File: config.mk
export PLATFORM = sky130hd
export DESIGN_NAME = load_store_unit
export DESIGN_NICKNAME = d
export VERILOG_FILES = /design/src/rtl/lsu_pkg.sv /design/src/rtl/lsu_lane_align.sv /design/src/rtl/load_store_unit.sv
export SDC_FILE = /design/constraint.sdc
export NUM_CORES = 1
export LEC_CHECK = 0
export CAP_MARGIN = 20
export CORE_MARGIN = 3
export CORE_UTILIZATION = 46
export CTS_CLUSTER_SIZE = 8
export DETAILED_ROUTE_END_ITERATION = 7
export PLACE_DENSITY = 0.82
export SLEW_MARGIN = 20
export SYNTH_ARGS = -nofsm -noshare
export SYNTH_HDL_FRONTEND = slang
export SYNTH_SLANG_ARGS = --single-unit
File: constraint.sdc
create_clock -name clk -period 3.2 [get_ports clk]
set_input_delay 0.96 -clock clk [delete_from_list [all_inputs] [get_ports clk]]
set_output_delay 0.96 -clock clk [all_outputs]
set_load 0.02 [all_outputs]
File: src/rtl/lsu_pkg.sv
`default_nettype none
// ============================================================================
// Module   : lsu_pkg
// Brief    : Size codes, FSM states and byte-enable helpers for load_store_unit
// Revision : 1.0
// ============================================================================
package lsu_pkg;

    localparam logic [2:0] F3_B  = 3'b000;
    localparam logic [2:0] F3_H  = 3'b001;
    localparam logic [2:0] F3_W  = 3'b010;
    localparam logic [2:0] F3_BU = 3'b100;
    localparam logic [2:0] F3_HU = 3'b101;

    localparam logic [3:0] BE_BYTE = 4'b0001;
    localparam logic [3:0] BE_HALF = 4'b0011;
    localparam logic [3:0] BE_WORD = 4'b1111;

    typedef enum logic [1:0] {
        ST_IDLE  = 2'd0,
        ST_BEAT1 = 2'd1,
        ST_BEAT2 = 2'd2,
        ST_RESP  = 2'd3
    } lsu_state_t;

    function automatic logic [3:0] size_be(input logic [2:0] f3);
        case (f3[1:0])
            2'b00:   return BE_BYTE;
            2'b01:   return BE_HALF;
            default: return BE_WORD;
        endcase
    endfunction

    function automatic logic is_legal(input logic we, input logic [2:0] f3);
        if (we)
            return (f3 == F3_B) || (f3 == F3_H) || (f3 == F3_W);
        return (f3 == F3_B) || (f3 == F3_H) || (f3 == F3_W) ||
               (f3 == F3_BU) || (f3 == F3_HU);
    endfunction

    // An access is misaligned exactly when its bytes spill into the next word
    function automatic logic crosses_word(input logic [2:0] f3, input logic [1:0] off);
        logic [7:0] be8;
        be8 = {4'b0000, size_be(f3)} << off;
        return |be8[7:4];
    endfunction

endpackage
`default_nettype wire

File: src/rtl/lsu_lane_align.sv
`default_nettype none
// ============================================================================
// Module   : lsu_lane_align
// Brief    : Store lane shift / byte-enable generation and load extract/extend
// Revision : 1.0
// ============================================================================
module lsu_lane_align
    import lsu_pkg::*;
(
    input  logic [2:0]  size,
    input  logic [1:0]  offset,
    input  logic [31:0] store_data,
    input  logic [31:0] load_lo,
    input  logic [31:0] load_hi,
    output logic [7:0]  be8,
    output logic [63:0] store_lanes,
    output logic [31:0] load_data
);

    logic [3:0]  w_base_be;
    logic [31:0] w_store_mask;
    logic [31:0] w_shifted;

    // Two-word window: lower half feeds BEAT1, upper half feeds BEAT2
    always_comb begin
        w_base_be    = size_be(size);
        w_store_mask = {{8{w_base_be[3]}}, {8{w_base_be[2]}},
                        {8{w_base_be[1]}}, {8{w_base_be[0]}}};
        be8          = {4'b0000, w_base_be} << offset;
        store_lanes  = {32'd0, store_data & w_store_mask} << {offset, 3'b000};
        w_shifted    = 32'({load_hi, load_lo} >> {offset, 3'b000});
        case (size)
            F3_B:    load_data = {{24{w_shifted[7]}}, w_shifted[7:0]};
            F3_H:    load_data = {{16{w_shifted[15]}}, w_shifted[15:0]};
            F3_BU:   load_data = {24'd0, w_shifted[7:0]};
            F3_HU:   load_data = {16'd0, w_shifted[15:0]};
            default: load_data = w_shifted;
        endcase
    end

endmodule
`default_nettype wire

File: src/rtl/load_store_unit.sv
`default_nettype none
// ============================================================================
// Module   : load_store_unit
// Brief    : RV32I load/store unit with one-beat word memory port.
//            Define MISALIGNED_SPLIT_EN to split word-crossing accesses in two beats.
// Revision : 1.0
// ============================================================================
module load_store_unit
    import lsu_pkg::*;
#(
    parameter int DATA_WIDTH = 32,
    parameter int ADDR_WIDTH = 32
) (
    input  logic                  clk,
    input  logic                  rst_n,
    input  logic                  req_valid,
    output logic                  req_ready,
    input  logic                  MemWrite,
    input  logic [2:0]            AddressingControl,
    input  logic [ADDR_WIDTH-1:0] addr,
    input  logic [DATA_WIDTH-1:0] wdata,
    output logic                  resp_valid,
    output logic [DATA_WIDTH-1:0] rdata,
    output logic                  misaligned_err,
    output logic                  mem_req,
    output logic                  mem_we,
    output logic [ADDR_WIDTH-1:0] mem_addr,
    output logic [3:0]            mem_be,
    output logic [31:0]           mem_wdata,
    input  logic [31:0]           mem_rdata,
    input  logic                  mem_ack
);

`ifdef MISALIGNED_SPLIT_EN
    localparam bit SPLIT_EN = 1'b1;
`else
    localparam bit SPLIT_EN = 1'b0;
`endif

    lsu_state_t state, state_next;

    logic                  r_we;
    logic [2:0]            r_size;
    logic [ADDR_WIDTH-1:0] r_addr;
    logic [DATA_WIDTH-1:0] r_wdata;
    logic                  r_err;
    logic [31:0]           r_lo;
    logic [DATA_WIDTH-1:0] r_rdata;

    logic                  w_req_err;
    logic                  w_accept;
    logic                  w_capture_lo;
    logic                  w_capture_rdata;
    logic [ADDR_WIDTH-1:0] w_word_addr;
    logic [31:0]           w_load_lo;
    logic [7:0]            w_be8;
    logic [63:0]           w_lanes;
    logic [31:0]           w_load_data;

    assign w_req_err   = !is_legal(MemWrite, AddressingControl) ||
                         (!SPLIT_EN && crosses_word(AddressingControl, addr[1:0]));
    assign w_word_addr = {r_addr[ADDR_WIDTH-1:2], 2'b00};
    // The lower word comes straight off the bus unless it was parked by BEAT1
    assign w_load_lo   = (state == ST_BEAT2) ? r_lo : mem_rdata;

    lsu_lane_align u_lane_align (
        .size        (r_size),
        .offset      (r_addr[1:0]),
        .store_data  (r_wdata[31:0]),
        .load_lo     (w_load_lo),
        .load_hi     (mem_rdata),
        .be8         (w_be8),
        .store_lanes (w_lanes),
        .load_data   (w_load_data)
    );

    always_ff @(posedge clk or negedge rst_n) begin
        if (!rst_n) state <= ST_IDLE;
        else        state <= state_next;
    end

    always_comb begin
        state_next      = state;
        req_ready       = 1'b0;
        mem_req         = 1'b0;
        mem_we          = 1'b0;
        mem_addr        = '0;
        mem_be          = 4'b0000;
        mem_wdata       = 32'd0;
        resp_valid      = 1'b0;
        misaligned_err  = 1'b0;
        w_accept        = 1'b0;
        w_capture_lo    = 1'b0;
        w_capture_rdata = 1'b0;
        case (state)
            ST_IDLE: begin
                req_ready = 1'b1;
                if (req_valid) begin
                    w_accept   = 1'b1;
                    state_next = w_req_err ? ST_RESP : ST_BEAT1;
                end
            end
            ST_BEAT1: begin
                mem_req   = 1'b1;
                mem_we    = r_we;
                mem_addr  = w_word_addr;
                mem_be    = w_be8[3:0];
                mem_wdata = w_lanes[31:0];
                if (mem_ack) begin
                    if (|w_be8[7:4]) begin
                        state_next   = ST_BEAT2;
                        w_capture_lo = 1'b1;
                    end else begin
                        state_next      = ST_RESP;
                        w_capture_rdata = !r_we;
                    end
                end
            end
            ST_BEAT2: begin
                mem_req   = 1'b1;
                mem_we    = r_we;
                mem_addr  = w_word_addr + ADDR_WIDTH'(4);
                mem_be    = w_be8[7:4];
                mem_wdata = w_lanes[63:32];
                if (mem_ack) begin
                    state_next      = ST_RESP;
                    w_capture_rdata = !r_we;
                end
            end
            ST_RESP: begin
                resp_valid     = !r_err;
                misaligned_err = r_err;
                state_next     = ST_IDLE;
            end
            default: state_next = ST_IDLE;
        endcase
    end

    always_ff @(posedge clk or negedge rst_n) begin
        if (!rst_n) begin
            r_we    <= 1'b0;
            r_size  <= 3'b000;
            r_addr  <= '0;
            r_wdata <= '0;
            r_err   <= 1'b0;
            r_lo    <= 32'd0;
            r_rdata <= '0;
        end else begin
            if (w_accept) begin
                r_we    <= MemWrite;
                r_size  <= AddressingControl;
                r_addr  <= addr;
                r_wdata <= wdata;
                r_err   <= w_req_err;
            end
            if (w_capture_lo)    r_lo    <= mem_rdata;
            if (w_capture_rdata) r_rdata <= w_load_data;
        end
    end

    assign rdata = r_rdata;

endmodule
`default_nettype wire

* After elaboration in Yosys (flattened, before gate mapping)
Index checks and enable logic that the tools add are counted.
** Cells by class
- Divide/modulo/power cells :: 0
- Bitwise gates (word level) :: 1
- Order comparisons :: 0
- Reduce and logical (&&, ||, !) cells :: 17
- Multiplexer cells :: 30
- Eq/ne operators :: 15
- Add/subtract/negate cells :: 1
- Shifts and indexed selects :: 4
- Multiply operators :: 0
** Operator list (count)
- 32-bit one-hot mux with 2 select lines :: 2
- 32-bit one-hot mux with 4 select lines :: 1
- 32-bit by 5-bit << shifter with 64-bit output :: 1
- 64-bit by 5-bit right shift with 32-bit output :: 1
- 32-bit by 3-bit adder with 32-bit output (second input constant) :: 1
- 32-bit bitwise AND :: 1
- 32-bit two-way mux :: 1
- 4-bit one-hot mux with 2 select lines :: 3
- 1-bit two-way mux :: 17
- 4-bit by 2-bit << shifter with 8-bit output :: 2
- 3-bit equality test (second input constant) :: 4
- 2-bit two-way mux :: 4
- 2-bit one-hot mux with 4 select lines :: 1
- 4-bit OR reduction :: 2
- 2-bit by 1-bit equality test with 1-bit output (second input constant) :: 3
- 3-bit by 1-bit equality test with 1-bit output (second input constant) :: 2
- 2-bit logical NOT :: 3
- 3-bit logical NOT :: 2
- 2-bit inequality test (second input constant) :: 3
- 1-bit logical OR :: 5
- 2-bit equality test (second input constant) :: 2
- 3-bit by 2-bit equality test with 1-bit output (second input constant) :: 1
- 1-bit logical NOT :: 3
- 3-bit AND reduction :: 1
- 2 further kinds :: 2
** Word-level totals
- Latch bits :: 0
- RAM bits :: 0
- Memory bits (read-only) :: 0
- Memories :: 0
- Register bits :: 135

* Longest topological paths before layout
- Word-level depth :: 11
- Gate-level depth with buffers :: 11

* Hierarchy
Synthesis repeated with hierarchy kept, for this count alone.
** Second synthesis, totals
- Cell total of the unflattened synthesis :: 883
- Area total of the unflattened synthesis :: 9112.5 um^2
** Modules (own cells, without submodules)
- load_store_unit :: cells each 609, times used 1, area each 7184.4 um^2
- lsu_lane_align :: cells each 274, times used 1, area each 1928.1 um^2

* Least setup slack after synthesis
No wires, ideal clock.
- Path type :: register to output
- Start :: reg state[0]
- End :: out mem_addr[27]
- Path buffers :: 4
- Cell stages (with the launch flop) :: 9
- Path slack :: -0.189 ns
- Data arrival time :: 2.429 ns
- Required time :: 2.240 ns
- Cell sequence :: dfrtp_1 -> inv_1 -> ha_1 -> buf_6 -> buf_2 -> buf_2 -> nand2_1 -> clkbuf_1 -> o41ai_1
** Between the ends
- Word-level cells in the longest chain between the ends :: 2
- Elaborated cells on any way between the ends :: 3
- Classes of those cells :: eq/ne: 2; mux: 1
** RTL lines
- from (decl) :: RTL line load_store_unit.sv:40 : lsu_state_t state, state_next;
- from (signal assigned) :: RTL line load_store_unit.sv:79 : else state <= state_next;
- 2-bit equality test or 2-bit by 1-bit equality test with 1-bit output (tied branches) :: RTL line load_store_unit.sv:95 : case (state)
- 32-bit one-hot mux with 2 select lines (*) :: RTL line load_store_unit.sv:95
- to (decl) :: RTL line load_store_unit.sv:27 : output logic [ADDR_WIDTH-1:0] mem_addr,
Mark *: on every way between the ends. The rest lies on a longest branch, timed or not.

* Worst setup path after layout
- Start :: reg r_addr[3]
- End :: out mem_addr[24]
** Between the ends
- Word-level cells in the longest chain between the ends :: 2
** RTL lines
- from (decl) :: RTL line load_store_unit.sv:44 : logic [ADDR_WIDTH-1:0] r_addr;
- from (signal assigned) :: RTL line load_store_unit.sv:152 : r_addr <= addr;
- 32-bit by 3-bit adder with 32-bit output :: RTL line load_store_unit.sv:122 : mem_addr = w_word_addr + ADDR_WIDTH'(4);
- 32-bit one-hot mux with 2 select lines :: RTL line load_store_unit.sv:95
No other way between the ends.

==> results.cfg <==
[run_status]
status = finished, final reports clean

[pwr]
p_sw_mw = 5.60
switching_share = 0.420
total_power_mw = 13.3
p_seq_frac = 0.248
power.leakage_nw = 4.98
p_int_mw = 7.74
cellPowerDensity_nw_per_um2 = 1130
power_frac_clock = 0.165
max-vdd-ir-drop_v = 0.000632
comb_power_share = 0.588

[drt]
vias = 7896
drc = 0
dr.first_iter.drc_count = 507
wl_per_cell_um = 20.0
vias_per_cell = 6.04
drt_wl_total_mm = 26.1
first_pass_iters = 6
ant_nets = 0

[synth]
yosysTopAreaCellShare = 0.407
ys_types = 49
synth-seq-cells = 135
synth_area_um2 = 8300
syn-mean-instance-area_um2 = 10.1
synth_top_area_cell = dfrtp_1
ys.flop_type = dfrtp_1
yosysWarnings = 0
ys_seq_area_frac = 0.407
ys_top_cells_by_area = dfrtp_1 (41%), mux2_2 (19%), mux4_2 (4.9%), o21ai_0 (4.9%), mux2i_1 (3.4%)
netlist_instances = 819
synth_edf_count = 0
async_reset_ff_frac = 1.00

[setup_path]
cp.required_ns = 2.24
arrival_ns = 2.21
cpPeakStageDelay_ns = 0.41
cp_common_cell = buf_4
slowest_stage = dfrtp_1
criticalPathCategory = reg2out
crit_chain = ha_2 > nand3_2 > nor2_1 > buf_4 > buf_6 > nand4_1 > or3_1 > o21ai_1 > buf_4
end_kind = output port
path_buf_inv = 3
cp-start-kind = flip-flop
worstPathMaxFanout = 5
path_delay_family = simple AND/OR/NAND/NOR gates

[sta]
finalMaxSlewViolations = 0
worst_pin_slew_ns = 0.653
hold_violations = 0
slew_headroom = 0.565
clock_skew_ns = 0.00908
setup_viol = 0
timing.hold.ws_ns = 0.458
fmax_ghz = 0.315
rsz0062_at_grt = true
setup_tns_ns = 0
fin_crit_ns = 3.17
min_period_over_period = 0.992

[placement]
dp_hpwl_mm = 18.1
place.gp.congestion = 0.905
port_buffers = 206
placed_area_um2 = 11100

[finish]
area_growth_syn_to_layout_pct = 43.0
utilization = 0.679
finalNetCount = 1179
fillers = 1291
n_antenna_cell = 0
drive_gt1_frac = 0.348
fin_area_um2 = 11900

[clock_network]
cts_tree = done
clkSinkCount = 135
clock_latency_ns = 0.42
hold_buffers = 0
cts_buffers = 17
clock_path_buffers = 2
cts-root-buf = clkbuf_16
h-tree-depth = 4
clk_pin_slew_ns = 0.06

[grt]
use_met2 = 0.422
grt_pass1_wl_mm = 40.7
use_met3 = 0.0710
grt-busiest-layer = met2
grt_max_degree = 53
antenna_found_initial = 0
use_met1 = 0.330
overflow = 0
grt_pass1_vias = 7791
grt_usage = 0.259

[die]
start_util = 0.475
coreArea_um2 = 17500
rows = 48
die-height_um = 140
io-pin-count = 209
die_w_um = 140
die-area_um2 = 19700

[min_path]
hold_path_class = in2async

[job]
maxCapViolCount = 0
-- through the flow --
step	setup WS, ns	instances
6_report	0.0270	1307
5_1_grt	-0.0769	1307
4_1_cts	-0.105	1303
3_5_place_dp	-0.106	1262
3_3_place_gp	-0.0829	1262
2_1_floorplan	0.000518	820
-- what timing repair did --
action	in CTS	in global routing
cloned	0	0
setup buffers	10	4
endpoints found under the hold margin	0	0
resized for setup	216	60
pin swaps	2	10
endpoints found under the setup margin	66	58
-- routing by layer --
metal	vias to the layer above	wire [um]
met1	3875	10200
met2	415	12500
met4	0	819
met5	-	0
met3	82	2630
li1	3524	-
-- cells in the mapped netlist (all sizes together) (2+ instances only) --
master and count:
a21o 5, a21oi 58, a222oi 8, a22o 2, a22oi 10, a31oi 13
a32o 8, a41oi 2, and2 18, and3 4, buf 29, clkbuf 38
dfrtp 135, ha 5, inv 11, mux2 141, mux2i 28, mux4 18
nand2 74, nand3 13, nand4 14, nor2 58, nor2b 11, nor3 4
nor4 3, o21ai 81, o22ai 6, o31ai 7, o41ai 2, or3 2
-- final timing paths --
path | start | end | slack, ns | cells past startpoint
min in group clk | r_lo[25] | r_lo[25] | 0.50 | 1
max | r_addr[3] | mem_addr[24] | 0.03 | 9
max in group asynchronous | rst_n | r_addr[6] | 2.06 | 2
min reg2reg | r_lo[25] | r_lo[25] | 0.50 | 1
min | rst_n | r_lo[28] | 0.46 | 1
max reg2reg | state[0] | rdata[30] | 0.50 | 9
-- state kept, by name, indices dropped and copies added (netlist names) --
| signal | cells |
|---|---|
| r_err | 1 |
| r_wdata | 32 |
| r_we | 1 |
| rdata | 32 |
| r_size | 3 |
| state | 2 |
| r_lo | 32 |
| r_addr | 32 |
-- cells in the final DEF (no fill, tap or decap), types with 18 or more instances in the layout --
cell type	synthesis	routed
clkdlybuf4s50_1	0	138
a21oi_1	48	47
buf_4	3	85
dfrtp_1	135	133
mux2_2	139	139
mux4_2	18	18
nand2_1	74	70
o21ai_1	0	19
o21ai_0	81	58
nor2_1	58	56
buf_2	6	21
mux2i_1	28	28
-- logic make-up after synthesis --
kind of cell    Yosys count  synth area share
buf+inv                  78            0.0400
simple gates            207             0.116
flops                   135             0.407
fa+ha+maj                 5           0.00754
other cells               1          0.000452
compound gates          206             0.154
mux                     187             0.275
-- area by class of cell --
type                    count  area [um2]  area share
well taps                 225         282      0.0237
repair buffers            298        2730       0.230
multi-input cells         607        4770       0.402
clock inverters            13         218      0.0184
flip-flops and latches    135        3380       0.285
clock buffers              18         439      0.0370
inverters                  11        41.3     0.00348
-- power groups by stage --
stage          clock (mW)  sequential [mW]  combinational, mW
2_1_floorplan           0             3.39               4.54
3_3_place_gp            0             3.25               7.53
3_5_place_dp            0             3.30               7.65
4_1_cts              2.22             3.28               7.57
5_1_grt              2.29             3.40               8.45
6_report             2.20             3.30               7.85
Note: power is estimated with default switching activity, not from simulation.
